**src/rtl/trap_controller.sv**
```systemverilog
// Privilege/exception sequencer: owns Mode, redirects fetch to the trap vector and back on eret.
// Latency: event sampled at edge N -> trap_jump/flush/trap_PC visible during cycle N+1 (registered).
// Backpressure: stall=1 freezes event sampling in USER/KERNEL; ENTER/EXIT always complete in one cycle.
module trap_controller #(
  parameter logic [15:0] VECTOR       = 16'h0010,
  parameter logic [15:0] RESERVE_AREA = 16'h0100
) (
  input  logic        clk,
  input  logic        rst,
  input  logic        Illegal_PC,
  input  logic        Illegal_Memory,
  input  logic [15:0] pc_fault_PC,
  input  logic [15:0] mem_fault_PC,
  input  logic        sys_call,
  input  logic        eret,
  input  logic        stall,
  input  logic        epc_we,
  input  logic [15:0] epc_wdata,
  output logic        Mode,
  output logic        trap_jump,
  output logic [15:0] trap_PC,
  output logic        flush,
  output logic [15:0] EPC,
  output logic [1:0]  cause,
  output logic [15:0] trap_count
);

  typedef enum logic [1:0] {
    ST_USER   = 2'd0,
    ST_ENTER  = 2'd1,
    ST_KERNEL = 2'd2,
    ST_EXIT   = 2'd3
  } state_t;

  localparam logic [1:0] CAUSE_PRIV    = 2'b00;
  localparam logic [1:0] CAUSE_ILL_PC  = 2'b01;
  localparam logic [1:0] CAUSE_ILL_MEM = 2'b10;
  localparam logic [1:0] CAUSE_SYSCALL = 2'b11;

  state_t state;

  // Single FSM; every output is registered so the strobe cycle is the state cycle itself.
  always_ff @(posedge clk) begin
    if (rst) begin
      state      <= ST_KERNEL;
      Mode       <= 1'b1;
      trap_jump  <= 1'b0;
      flush      <= 1'b0;
      trap_PC    <= 16'h0000;
      EPC        <= 16'h0000;
      cause      <= CAUSE_PRIV;
      trap_count <= 16'h0000;
    end else begin
      // Strobes default low; they are raised only on the edge entering ENTER/EXIT.
      trap_jump <= 1'b0;
      flush     <= 1'b0;
      case (state)
        ST_USER: begin
          if (!stall && (Illegal_Memory || Illegal_PC || sys_call || eret)) begin
            // Memory-stage fault belongs to the older instruction, so it wins.
            if (Illegal_Memory) begin
              EPC   <= mem_fault_PC;
              cause <= CAUSE_ILL_MEM;
            end else if (Illegal_PC) begin
              EPC   <= pc_fault_PC;
              cause <= CAUSE_ILL_PC;
            end else if (sys_call) begin
              // Resume after the syscall; 16-bit wrap is intended.
              EPC   <= pc_fault_PC + 16'd1;
              cause <= CAUSE_SYSCALL;
            end else begin
              EPC   <= pc_fault_PC;
              cause <= CAUSE_PRIV;
            end
            state      <= ST_ENTER;
            Mode       <= 1'b1;
            trap_jump  <= 1'b1;
            flush      <= 1'b1;
            trap_PC    <= VECTOR;
            trap_count <= trap_count + 16'd1;
          end
        end

        ST_ENTER: begin
          state <= ST_KERNEL;
        end

        ST_KERNEL: begin
          if (!stall) begin
            if (epc_we) begin
              EPC <= epc_wdata;
            end
            // Return target is judged on the EPC held before any same-cycle write;
            // a target inside the reserved area is refused so user code never runs there.
            if (eret && (EPC >= RESERVE_AREA)) begin
              state     <= ST_EXIT;
              trap_jump <= 1'b1;
              flush     <= 1'b1;
              trap_PC   <= EPC;
            end
          end
        end

        ST_EXIT: begin
          state <= ST_USER;
          Mode  <= 1'b0;
        end

        default: begin
          state <= ST_KERNEL;
          Mode  <= 1'b1;
        end
      endcase
    end
  end

endmodule

```
**config.mk**
```make
export PLATFORM = sky130hd
export DESIGN_NAME = trap_controller
export DESIGN_NICKNAME = d
export VERILOG_FILES = /design/src/rtl/trap_controller.sv
export SDC_FILE = /design/constraint.sdc
export NUM_CORES = 1
export LEC_CHECK = 0
export ABC_AREA = 1
export CAP_MARGIN = 10
export CORE_MARGIN = 2
export CORE_UTILIZATION = 47
export CTS_BUF_LIST = sky130_fd_sc_hd__clkbuf_8 sky130_fd_sc_hd__clkbuf_16
export CTS_CLUSTER_DIAMETER = 40
export DETAILED_ROUTE_END_ITERATION = 12
export PLACE_DENSITY = 0.93
export SYNTH_ARGS = -nofsm -noshare
export SYNTH_HDL_FRONTEND = slang
export SYNTH_SLANG_ARGS = --single-unit
```
**constraint.sdc**
```tcl
create_clock -name clk -period 2.3 [get_ports clk]
set_clock_uncertainty 0.05 [all_clocks]
set_input_delay 0.46 -clock clk [delete_from_list [all_inputs] [get_ports clk]]
set_output_delay 0.46 -clock clk [all_outputs]
set_load 0.01 [all_outputs]
```
Word level (Yosys, flattened, before mapping)
Cells that the tools add are included.
W data, S select, Z words.
{"block": "totals", "reg_bits": 54}
{"block": "classes", "n_addsub": 2, "reduce_logical": 14, "eq_ne": 7, "order_cmp": 1, "mux": 24}
{"op": "$mux W16", "count": 9}
{"op": "$pmux W16 S2", "count": 2}
{"op": "$add A16 B1 Y16 const B", "count": 2}
{"op": "$ge A16 B9 Y1 const B", "count": 1}
{"op": "$mux W2", "count": 6}
{"op": "$ne A2 B2 Y1 const B", "count": 4}
{"op": "$pmux W2 S4", "count": 1}
{"op": "$reduce_and A4 Y1", "count": 2}
{"op": "$eq A2 B2 Y1 const B", "count": 2}
{"op": "$mux W1", "count": 4}
{"op": "$pmux W1 S2", "count": 2}
{"op": "$reduce_and A2 Y1", "count": 2}
{"op": "$reduce_bool A2 Y1", "count": 2}
{"op": "$logic_or A1 B1 Y1", "count": 3}
{"op": "$reduce_and A3 Y1", "count": 1}
{"op": "$eq A2 B1 Y1 const B", "count": 1}
{"op": "$logic_and A1 B1 Y1", "count": 2}
{"op": "$logic_not A2 Y1", "count": 1}
{"op": "$logic_not A1 Y1", "count": 1}

Logic depth before layout (Yosys ltp)
Gate-level depths: netlist of the first run.
{"block": "depth", "word_depth": 6, "mapped_depth": 11, "depth_no_buf": 11}

Worst setup path before layout of the first run
No wires, ideal clock.
{"block": "synth_timing", "kind": "register to register", "start": "register state[0]", "end": "register trap_PC[15]", "n_path_buf": 3, "setup_time_ps": 71, "path_slack_ps": 753, "t_arrival_ps": 1427, "path_stages_with_launch": 10, "period_less_slack_ps": 1547, "path_cell_list": "dfxtp_1 -> inv_1 -> ha_1 -> buf_2 -> inv_1 -> buf_2 -> nor2_4 -> buf_2 -> nand2_1 -> a21oi_1"}
{"block": "synth_via", "elab_chain_cells": 3, "elab_cells_between_ends": 8, "classes_between": "eq/ne: 4; mux: 1; reduce/logical: 3"}
{"element": "start, declared", "line_no": "40", "rtl": "state_t state;"}
{"element": "start signal, assigned", "line_no": "45", "rtl": "state <= ST_KERNEL;"}
{"element": "start signal, assigned", "line_no": "75", "rtl": "state <= ST_ENTER;"}
{"element": "start signal, assigned", "line_no": "85", "rtl": "state <= ST_KERNEL;"}
{"element": "$eq A2 B2 Y1 / $logic_not A2 Y1 (equally long branches)", "line_no": "57", "rtl": "case (state)"}
{"element": "$ne A2 B2 Y1 (no line) / $reduce_bool A2 Y1 (equally long branches)"}
{"element": "$reduce_and A4 Y1 (no line)"}
{"element": "end signal, assigned", "line_no": "49", "rtl": "trap_PC <= 16'h0000;"}
{"element": "end signal, assigned", "line_no": "79", "rtl": "trap_PC <= VECTOR;"}
{"element": "end signal, assigned", "line_no": "99", "rtl": "trap_PC <= EPC;"}
{"element": "end, declared", "line_no": "21", "rtl": "output logic [15:0] trap_PC,"}
Parallel ways exist; a longest one is shown, timed or not.
A chain may end at the register's enable or synchronous reset.

Worst setup path in the final report of the first run
{"block": "layout_timing", "start": "input port pc_fault_PC[0]", "end": "register EPC[8]"}
{"block": "layout_via", "elab_chain_cells": 6}
{"element": "start, declared", "line_no": "12", "rtl": "input logic [15:0] pc_fault_PC,"}
{"element": "$add A16 B1 Y16", "line_no": "69", "rtl": "EPC <= pc_fault_PC + 16'd1;"}
{"element": "$mux W16", "line_no": "67", "rtl": "end else if (sys_call) begin"}
{"element": "$mux W16", "line_no": "64", "rtl": "end else if (Illegal_PC) begin"}
{"element": "$mux W16", "line_no": "61", "rtl": "if (Illegal_Memory) begin"}
{"element": "$mux W16", "line_no": "59", "rtl": "if (!stall && (Illegal_Memory || Illegal_PC || sys_call || eret)) begin"}
{"element": "$pmux W16 S2", "line_no": "57"}
{"element": "end signal, assigned", "line_no": "62", "rtl": "EPC <= mem_fault_PC;"}
{"element": "end signal, assigned", "line_no": "65", "rtl": "EPC <= pc_fault_PC;"}
{"element": "end signal, assigned", "line_no": "69"}
{"element": "end, declared", "line_no": "23", "rtl": "output logic [15:0] EPC,"}
No other way between the ends. The select of a mux whose other input is x is not followed.

==> results of run 1 <==
==> power groups by stage <==
stage               Clock, W  Sequential, W  Combinational (W)
floorplan                  0        0.00134            0.00110
global placement           0        0.00130            0.00179
detailed placement         0        0.00131            0.00184
CTS                 0.000548        0.00129            0.00185
global route        0.000579        0.00132            0.00203
finish              0.000543        0.00130            0.00185
==> cell type report <==
cell class,count,area share (%)
multi-input combinational,332,40.0
timing repair buffer,120,27.3
sequential,54,25.2
inverter,36,3.23
tap,77,2.24
clock buffer,5,1.60
clock inverter,3,0.553
==> layer usage <==
metal,vias up,part of all wire (%),track usage [%]
met3,14,6.4,3.93
met4,0,1.3,5.19
li1,1666,-,-
met2,135,48,40.9
met1,1504,44,33.3
met5,-,0,0
==> kinds of logic (layout without fill, tap and decap cells) <==
group / after synthesis / count (layout) / synth area share, %
compound gates: 95 / 95 / 16.7
xor+xnor: 14 / 14 / 4.02
fa+ha+maj: 6 / 6 / 2.46
buf+inv: 56 / 164 / 8.32
flops: 54 / 54 / 35.4
simple gates: 217 / 217 / 33.1
==> cells in the mapped netlist, drive strengths merged <==
master  number
a21oi       61
a31o         1
a31oi        1
and3         2
buf         13
clkbuf       7
clkinv       1
dfxtp       54
ha           6
inv         35
nand2      121
nand3       26
nand4        7
nor2        44
nor3        12
nor4         2
o211ai      10
o21ai       20
o21bai       1
o22ai        1
or2          3
xnor2        9
xor2         5
==> worst min-delay path by stage <==
stage                startpoint           to  depth (start not counted)
finish              trap_PC[13]  trap_PC[13]                          2
global route        trap_PC[10]  trap_PC[10]                          2
CTS                 trap_PC[13]  trap_PC[13]                          2
detailed placement  trap_PC[13]  trap_PC[13]                          2
global placement     trap_PC[1]   trap_PC[1]                          2
floorplan            trap_PC[0]   trap_PC[0]                          2
==> critical path, cell delays in order <==
cell	delay [ns]
clkdlybuf4s50_1	0.55
ha_1	0.23
inv_1	0.07
nor3_1	0.31
a31o_2	0.21
nand3_1	0.07
nand2_1	0.07
nand2_1	0.04
a21oi_1	0.12
==> state kept, by name, summed over array words and instances, names as in the netlist <==
register and cells:
flush 1, cause 2, state 2, trap_count 16, trap_PC 16, EPC 16
Mode 1
==> per-stage QoR <==
stage / utilization, % / total power (W)
2_1_floorplan: - / 0.00244
3_3_place_gp: 66.6 / 0.00309
3_5_place_dp: 66.6 / 0.00315
4_1_cts: 68.1 / 0.00369
5_1_grt: 68.1 / 0.00393
6_report: 68.1 / 0.00369
==> run_results.csv, run 1 <==
group,metric,value,unit
setup_path,crit_fanout,3,
synth,ys_ff_latch,54,
global_routing,grt_use_total,24.4,%
pwr,intPower,0.00214,W
run_status,outcome,"finished clean",
global_routing,grt_max_degree,39,
routing,drtIter0Drc,152,
routing,post-route-drc-count,0,
synth,synth.avg_cell_area,6.90,um2
layout,drive_gt1_share,8.18,%
worst_hold_path,min_path_type,"reg2reg",
place,place_area,4200,um2
floorplanning,initial_core_util,48.3,%
sta,finalHoldViolations,0,
clocking,cts-resized-gates,0,
sta,min_period,1.94,ns
pwr,pwr_density_cell,859,nW/um2
setup_path,critPathArrivalTime,2.13,ns
pwr,sequentialPowerShare,35.1,%
sta,report.final.setup_viol,0,
routing,firstDrtPassIters,4,
pwr,clkPwrFrac,14.7,%
pwr,netSwitchingPower,0.00155,W
clocking,path_clk_slew,0.10,ns
clocking,cts.sinks,54,
global_routing,grt_pass1_vias,3011,
layout,final_common_cell,"nand2_1",
clocking,numCtsBuffers,5,
clocking,post_cts_buffers,0,
sta,fin_tns_setup,0,ns
synth,synthTopCellsByArea,"dfxtp_1, nand2_1, a21oi_1",
setup_path,r2r_cells,8,
setup_path,crit_required,2.49,ns
sta,worst_slack,0.364,ns
setup_path,crit_path_end_kind,"register",
routing,via_count,3319,
synth,synth_top_area_share,35.4,%
floorplanning,core,6310,um2
place,dp_slack,0.0712,ns
layout,fillers,530,
setup_path,r2r-end,"trap_PC[6]",
global_routing,grt_pass1_wl,14400,um
sta,period_share,84.2,%
setup_path,endpoint,"EPC[8]",
setup_path,crit_type,"in2reg",
sta,rsz0062_at_grt,"false",
run,max_cap_viol_count,0,
layout,layout.cells.non_filler,627,
clocking,cts-root-buf,"clkbuf_8",
layout,multi_input_area,1720,um2
pwr,peakVddDrop,442,uV
routing,post_drt_wl_per_cell,14.3,um
sta,worstMarginPinSlew,0.463,ns
routing,wirelength,8960,um
clocking,clockBufferDepth,2,
pwr,power_frac_comb,50.1,%
place,routabilityCongestion,0.969,
layout,nNetsFinal,611,
global_routing,antenna_found_initial,0,
synth,yosys_warnings,0,
routing,antenna_left,0,
place,dp.final_hpwl,7180,um
clocking,postCtsHoldBufs,0,
pwr,p_leak,1.60,nW
synth,synth_top_cell_by_area,"dfxtp_1",
clocking,htreeDepth,2,
synth,seq_area_frac_synth,35.4,%
floorplanning,die_w,84.6,um
layout,final_area,4300,um2
floorplanning,die-area,7150,um2
layout,regArea,1080,um2
sta,relSlewSlack,69.1,%
sta,fmax,0.517,GHz
layout,synthToLayoutAreaGrowth,40.8,%
setup_path,r2r_start,"state[0]",
routing,via_per_inst,5.29,
clocking,cts_tree,"done",
place,dp_cells,619,
layout,n_antenna_cell,0,
sta,fin_hold_ws,0.422,ns
synth,synth_area,3050,um2
layout,layout_common_cells,"nand2_1, clkdlybuf4s50_1, a21oi_1, dfxtp_1, nor2_1",
place,portBuffers,108,
pwr,swShare,42.0,%
setup_path,r2r_slack,0.44,ns
sta,final_max_slew_viol_count,0,
synth,synth_cell_type_count,37,
synth,syn-num-nets,504,
floorplanning,num_io_pins,109,
global_routing,grt_overflow,0,
setup_path,startpoint,"pc_fault_PC[0]",
clocking,clock_latency,0.31,ns
synth,netlist_instances,442,
floorplanning,floorplan.die.height,84.6,um
setup_path,cp-start-kind,"primary input",
floorplanning,rows,29,
No activity file was read; power rests on OpenSTA's default activity.
==> run 2, diff against run 1 <==
Settings changed: CORE_UTILIZATION 47 to 45, PLACE_DENSITY 0.93 to 0.9.
Clock period 2.3 ns to 1.9 ns, I/O delays scaled along.
==> run 2 against run 1 <==
  * Count of clock-buffer cells in the layout is the same
  * Power is 25% higher
  * First-iteration DRC count is 32% higher
  * Hold slack got worse by 0.00094 ns
  * Die area increased by 4.2%
  * Global-route usage up 0.49 points
  * Sequential power grew 21%
  * Largest power group unchanged
==> run_results.csv, run 2 (synthesis results as in run 1) <==
group,metric,value,unit
sta,fmax,0.555,GHz
routing,antenna_left,0,
layout,layout_common_cells,"nand2_1, clkdlybuf4s50_1, a21oi_1, dfxtp_1, nor2_1",
floorplanning,die-area,7460,um2
worst_hold_path,hold_start,"trap_PC[2]",
floorplanning,initial_core_util,45.7,%
floorplanning,num_io_pins,109,
layout,synthToLayoutAreaGrowth,47.6,%
layout,n_antenna_cell,0,
setup_path,slowest_stage,"clkdlybuf4s50_1",
setup_path,crit_path_end_kind,"output port",
routing,post-route-drc-count,0,
routing,via_per_inst,5.25,
routing,drtIter0Drc,201,
sta,rsz0062_at_grt,"false",
pwr,p_leak,1.73,nW
global_routing,grt_max_degree,24,
sta,period_share,94.8,%
global_routing,antenna_found_initial,0,
routing,via_count,3426,
routing,wirelength,9250,um
sta,fin_tns_setup,0,ns
floorplanning,core,6680,um2
setup_path,critPathMaxStageDelay,0.59,ns
clocking,path_clk_slew,0.10,ns
clocking,post_cts_buffers,0,
setup_path,crit_chain,"clkdlybuf4s50_1",
sta,fin_hold_ws,0.421,ns
place,dp.final_hpwl,7420,um
global_routing,grt_pass1_vias,3249,
setup_path,cp-start-kind,"register",
global_routing,grt_overflow,0,
pwr,pwr_density_cell,1020,nW/um2
clocking,postCtsHoldBufs,0,
floorplanning,floorplan.die.height,86.4,um
global_routing,grt_use_total,24.9,%
floorplanning,die_w,86.4,um
clocking,clockBufferDepth,2,
routing,firstDrtPassIters,6,
place,routabilityCongestion,0.922,
sta,finalHoldViolations,0,
setup_path,r2r_start,"state[0]",
pwr,peakVddDrop,650,uV
layout,drive_gt1_share,12.6,%
clocking,clock_latency,0.31,ns
layout,final_area,4500,um2
setup_path,r2r_slack,0.14,ns
clocking,numCtsBuffers,5,
setup_path,r2r-end,"EPC[7]",
routing,post_drt_wl_per_cell,14.2,um
run_status,outcome,"finished clean",
pwr,finalPower,0.00460,W
run,max_cap_viol_count,0,
setup_path,crit_family,"buffers and inverters",
clocking,cts_tree,"done",
layout,fin_util,67.4,%
clocking,htreeDepth,2,
setup_path,critPathArrivalTime,1.37,ns
sta,report.final.setup_viol,0,
setup_path,r2r_cells,9,
place,place_area,4390,um2
setup_path,crit_required,1.47,ns
layout,nNetsFinal,634,
sta,min_period,1.80,ns
setup_path,crit_fanout,4,
setup_path,crit_buf_inv,1,
place,portBuffers,108,
global_routing,grt_pass1_wl,15000,um
worst_hold_path,min_path_type,"reg2reg",
setup_path,crit_type,"reg2out",
sta,final_max_slew_viol_count,0,
floorplanning,rows,30,
sta,worstMarginPinSlew,0.476,ns
sta,relSlewSlack,68.2,%
layout,final_common_cell,"nand2_1",
worst_hold_path,min_delay_path_depth,2,
clocking,cts.sinks,54,
worst_hold_path,worst_hold_path.endpoint,"trap_PC[2]",
layout,reg_top3,"EPC x16, trap_PC x16, trap_count x16",
clocking,cts-root-buf,"clkbuf_8",
-- run 2: repair_timing --
action                                  CTS  global route
endpoints found under the setup margin    0            17
endpoints found under the hold margin     0             0
resized for setup                         0             5
-- run 2: power by group --
group	total, W	leakage, nW	switching (W)	internal [W]
Sequential	0.00157	0.439	0.000212	0.00136
Combinational	0.00238	1.25	0.00132	0.00106
Clock	0.000655	0.0447	0.000388	0.000267
-- run 2: per-stage QoR --
stage / std cells / worst slack, ns
5_1_grt: 653 / 0.00762
2_1_floorplan: 442 / 0.353
4_1_cts: 653 / 0.0226
6_report: 653 / 0.0979
3_5_place_dp: 645 / -0.171
3_3_place_gp: 645 / -0.128
-- run 2: layout make-up --
cell class,instances,area (um2)
clock buffers,5,68.8
clock inverters,3,25.0
fillers,587,2180
inverters,36,139
multi-input cells,332,1730
flip-flops and latches,54,1080
well taps,80,100
repair buffers,143,1360
-- run 2: worst min-delay path: cells and delay by family (launching register included) --
| family | cells | cell delay [ns] |
|---|---|---|
| compound gates | 1 | 0.05 |
| flops | 1 | 0.32 |
| simple gates | 1 | 0.06 |
-- run 2: worst max path at each step --
stage,depth (start not counted),start,to,slack (ns)
floorplan,9,state[0],trap_PC[15],0.35
CTS,8,state[0],EPC[4],0.02
finish,1,EPC[8],EPC[8],0.1
detailed placement,9,Illegal_PC,EPC[7],-0.17
global route,7,EPC[8],trap_PC[3],0.008
global placement,9,pc_fault_PC[0],EPC[8],-0.13
-- run 2: routing by layer --
layer	GRT usage [%]	vias to the layer above	wire length, um
li1	-	1715	-
met1	32.4	1572	4070
met2	43.1	121	4500
met3	2.86	18	481
met4	7.81	0	196
met5	0	-	0
==> run 3, diff against run 2 <==
Settings changed: GPL_ROUTABILITY_DRIVEN set to 0, SLEW_MARGIN set to 10.
==> run 3 against run 2 <==
  * Combinational power is 3% higher
  * First-iteration DRC count up 14%
  * Non-clock buffer count grew 3
  * Hold slack got worse by 0.0016 ns
  * Sequential power hardly changed
  * Clock power is 17% higher
  * Worst setup slack improved by 0.014 ns
==> run_results.csv, run 3 (synthesis results as in run 1) <==
group,metric,value,unit
run_status,outcome,"finished clean",
routing,via_count,3517,
global_routing,grt_pass1_vias,3276,
clocking,htreeDepth,2,
layout,final_common_cell,"nand2_1",
layout,nNetsFinal,638,
floorplanning,num_io_pins,109,
pwr,p_leak,1.74,nW
routing,firstDrtPassIters,5,
clocking,clock_latency,0.31,ns
floorplanning,die_w,86.4,um
worst_hold_path,min_path_type,"reg2reg",
routing,drtIter0Drc,229,
global_routing,antenna_found_initial,0,
clocking,cts-root-buf,"clkbuf_8",
layout,fillers,528,
sta,worstMarginPinSlew,0.459,ns
sta,fmax,0.559,GHz
global_routing,grt_overflow,0,
floorplanning,die-area,7460,um2
place,portBuffers,108,
sta,period_share,94.1,%
sta,finalHoldViolations,0,
routing,antenna_left,0,
setup_path,cp-start-kind,"register",
floorplanning,rows,30,
clocking,cts.sinks,54,
clocking,numCtsBuffers,5,
pwr,finalPower,0.00476,W
sta,fin_hold_ws,0.419,ns
setup_path,crit_path_end_kind,"register",
setup_path,crit_required,2.04,ns
floorplanning,core,6680,um2
clocking,path_clk_slew,0.10,ns
clocking,cts_tree,"done",
sta,relSlewSlack,69.3,%
setup_path,critPathArrivalTime,1.92,ns
routing,wirelength,9530,um
sta,min_period,1.79,ns
setup_path,cpMostUsedCell,"a21oi_1",
routing,post-route-drc-count,0,
routing,via_per_inst,5.35,
setup_path,crit_fanout,6,
clocking,post_cts_buffers,0,
layout,regArea,1080,um2
setup_path,crit_chain,"inv_1 -> ha_1 -> nor2_1 -> a21oi_1 -> nand2_2 -> clkinvlp_4 -> o21ai_0 -> a21oi_1",
place,place_area,4420,um2
global_routing,grt_use_total,25.2,%
place,dp_slack,-0.204,ns
layout,multi_input_area,1740,um2
pwr,peakVddDrop,517,uV
routing,post_drt_wl_per_cell,14.5,um
pwr,pwr_density_cell,1050,nW/um2
layout,n_antenna_cell,0,
global_routing,grt_pass1_wl,15300,um
clocking,postCtsHoldBufs,0,
place,dp.final_hpwl,7390,um
layout,reg_top3,"EPC x16, trap_PC x16, trap_count x16",
setup_path,crit_type,"reg2reg",
run,max_cap_viol_count,0,
setup_path,critPathMaxStageDelay,0.37,ns
clocking,cts-resized-gates,0,
floorplanning,floorplan.die.height,86.4,um
layout,final_area,4560,um2
layout,synthToLayoutAreaGrowth,49.4,%
layout,drive_gt1_share,13.2,%
sta,report.final.setup_viol,0,
floorplanning,initial_core_util,45.7,%
sta,worst_slack,0.112,ns
sta,fin_tns_setup,0,ns
layout,layout_common_cells,"nand2_1, clkdlybuf4s50_1, a21oi_1, dfxtp_1",
global_routing,grt_max_degree,25,
setup_path,slowest_stage,"dfxtp_1",
sta,final_max_slew_viol_count,0,
clocking,clockBufferDepth,2,
[run 3: cell type report]
type	count	area share, %
Inverter	36	3.13
Clock buffer	5	1.51
Multi-Input combinational cell	332	38.1
Timing Repair Buffer	146	30.2
Tap cell	80	2.20
Sequential cell	54	23.7
Clock inverter	3	0.906
Timing Repair inverter	1	0.165
[run 3: metrics by stage]
stage	utilization (%)	cells
after detailed placement	66.1	648
after global placement	66.1	648
after floorplan	-	442
after global routing	68.2	657
after CTS	67.7	656
final	68.2	657
[run 3: routing by layer]
layer,up-vias,part of all wire (%),GRT usage [%],routed length [um]
met5,-,0,0,0
met2,153,50,43.1,4740
li1,1716,-,-,-
met3,29,5.9,3.24,561
met4,0,3.1,9.52,293
met1,1619,41,32.3,3940
[run 3: path summary, 6_finish.rpt]
kind / startpoint / to / slack, ns / depth (start not counted)
max reg2reg: state[0] / EPC[5] / 0.11 / 8
min: trap_PC[0] / trap_PC[0] / 0.42 / 2
min reg2reg: trap_PC[0] / trap_PC[0] / 0.42 / 2
max: state[0] / EPC[5] / 0.11 / 8
[run 3: power by group]
group / internal, W / leakage (nW) / switching, W
combinational: 0.00106 / 1.25 / 0.00138
sequential: 0.00136 / 0.439 / 0.000200
clock: 0.000388 / 0.0556 / 0.000376
total: 0.00281 / 1.74 / 0.00196
[run 3: critical path, delay by kind of cell, from the launching register on]
family / cells / cell delay (ns)
AOI/OAI and AO/OA: 3 / 0.36
adders and majority gates: 1 / 0.26
buffers and inverters: 2 / 0.27
DFF: 1 / 0.37
and+or+nand+nor: 2 / 0.36
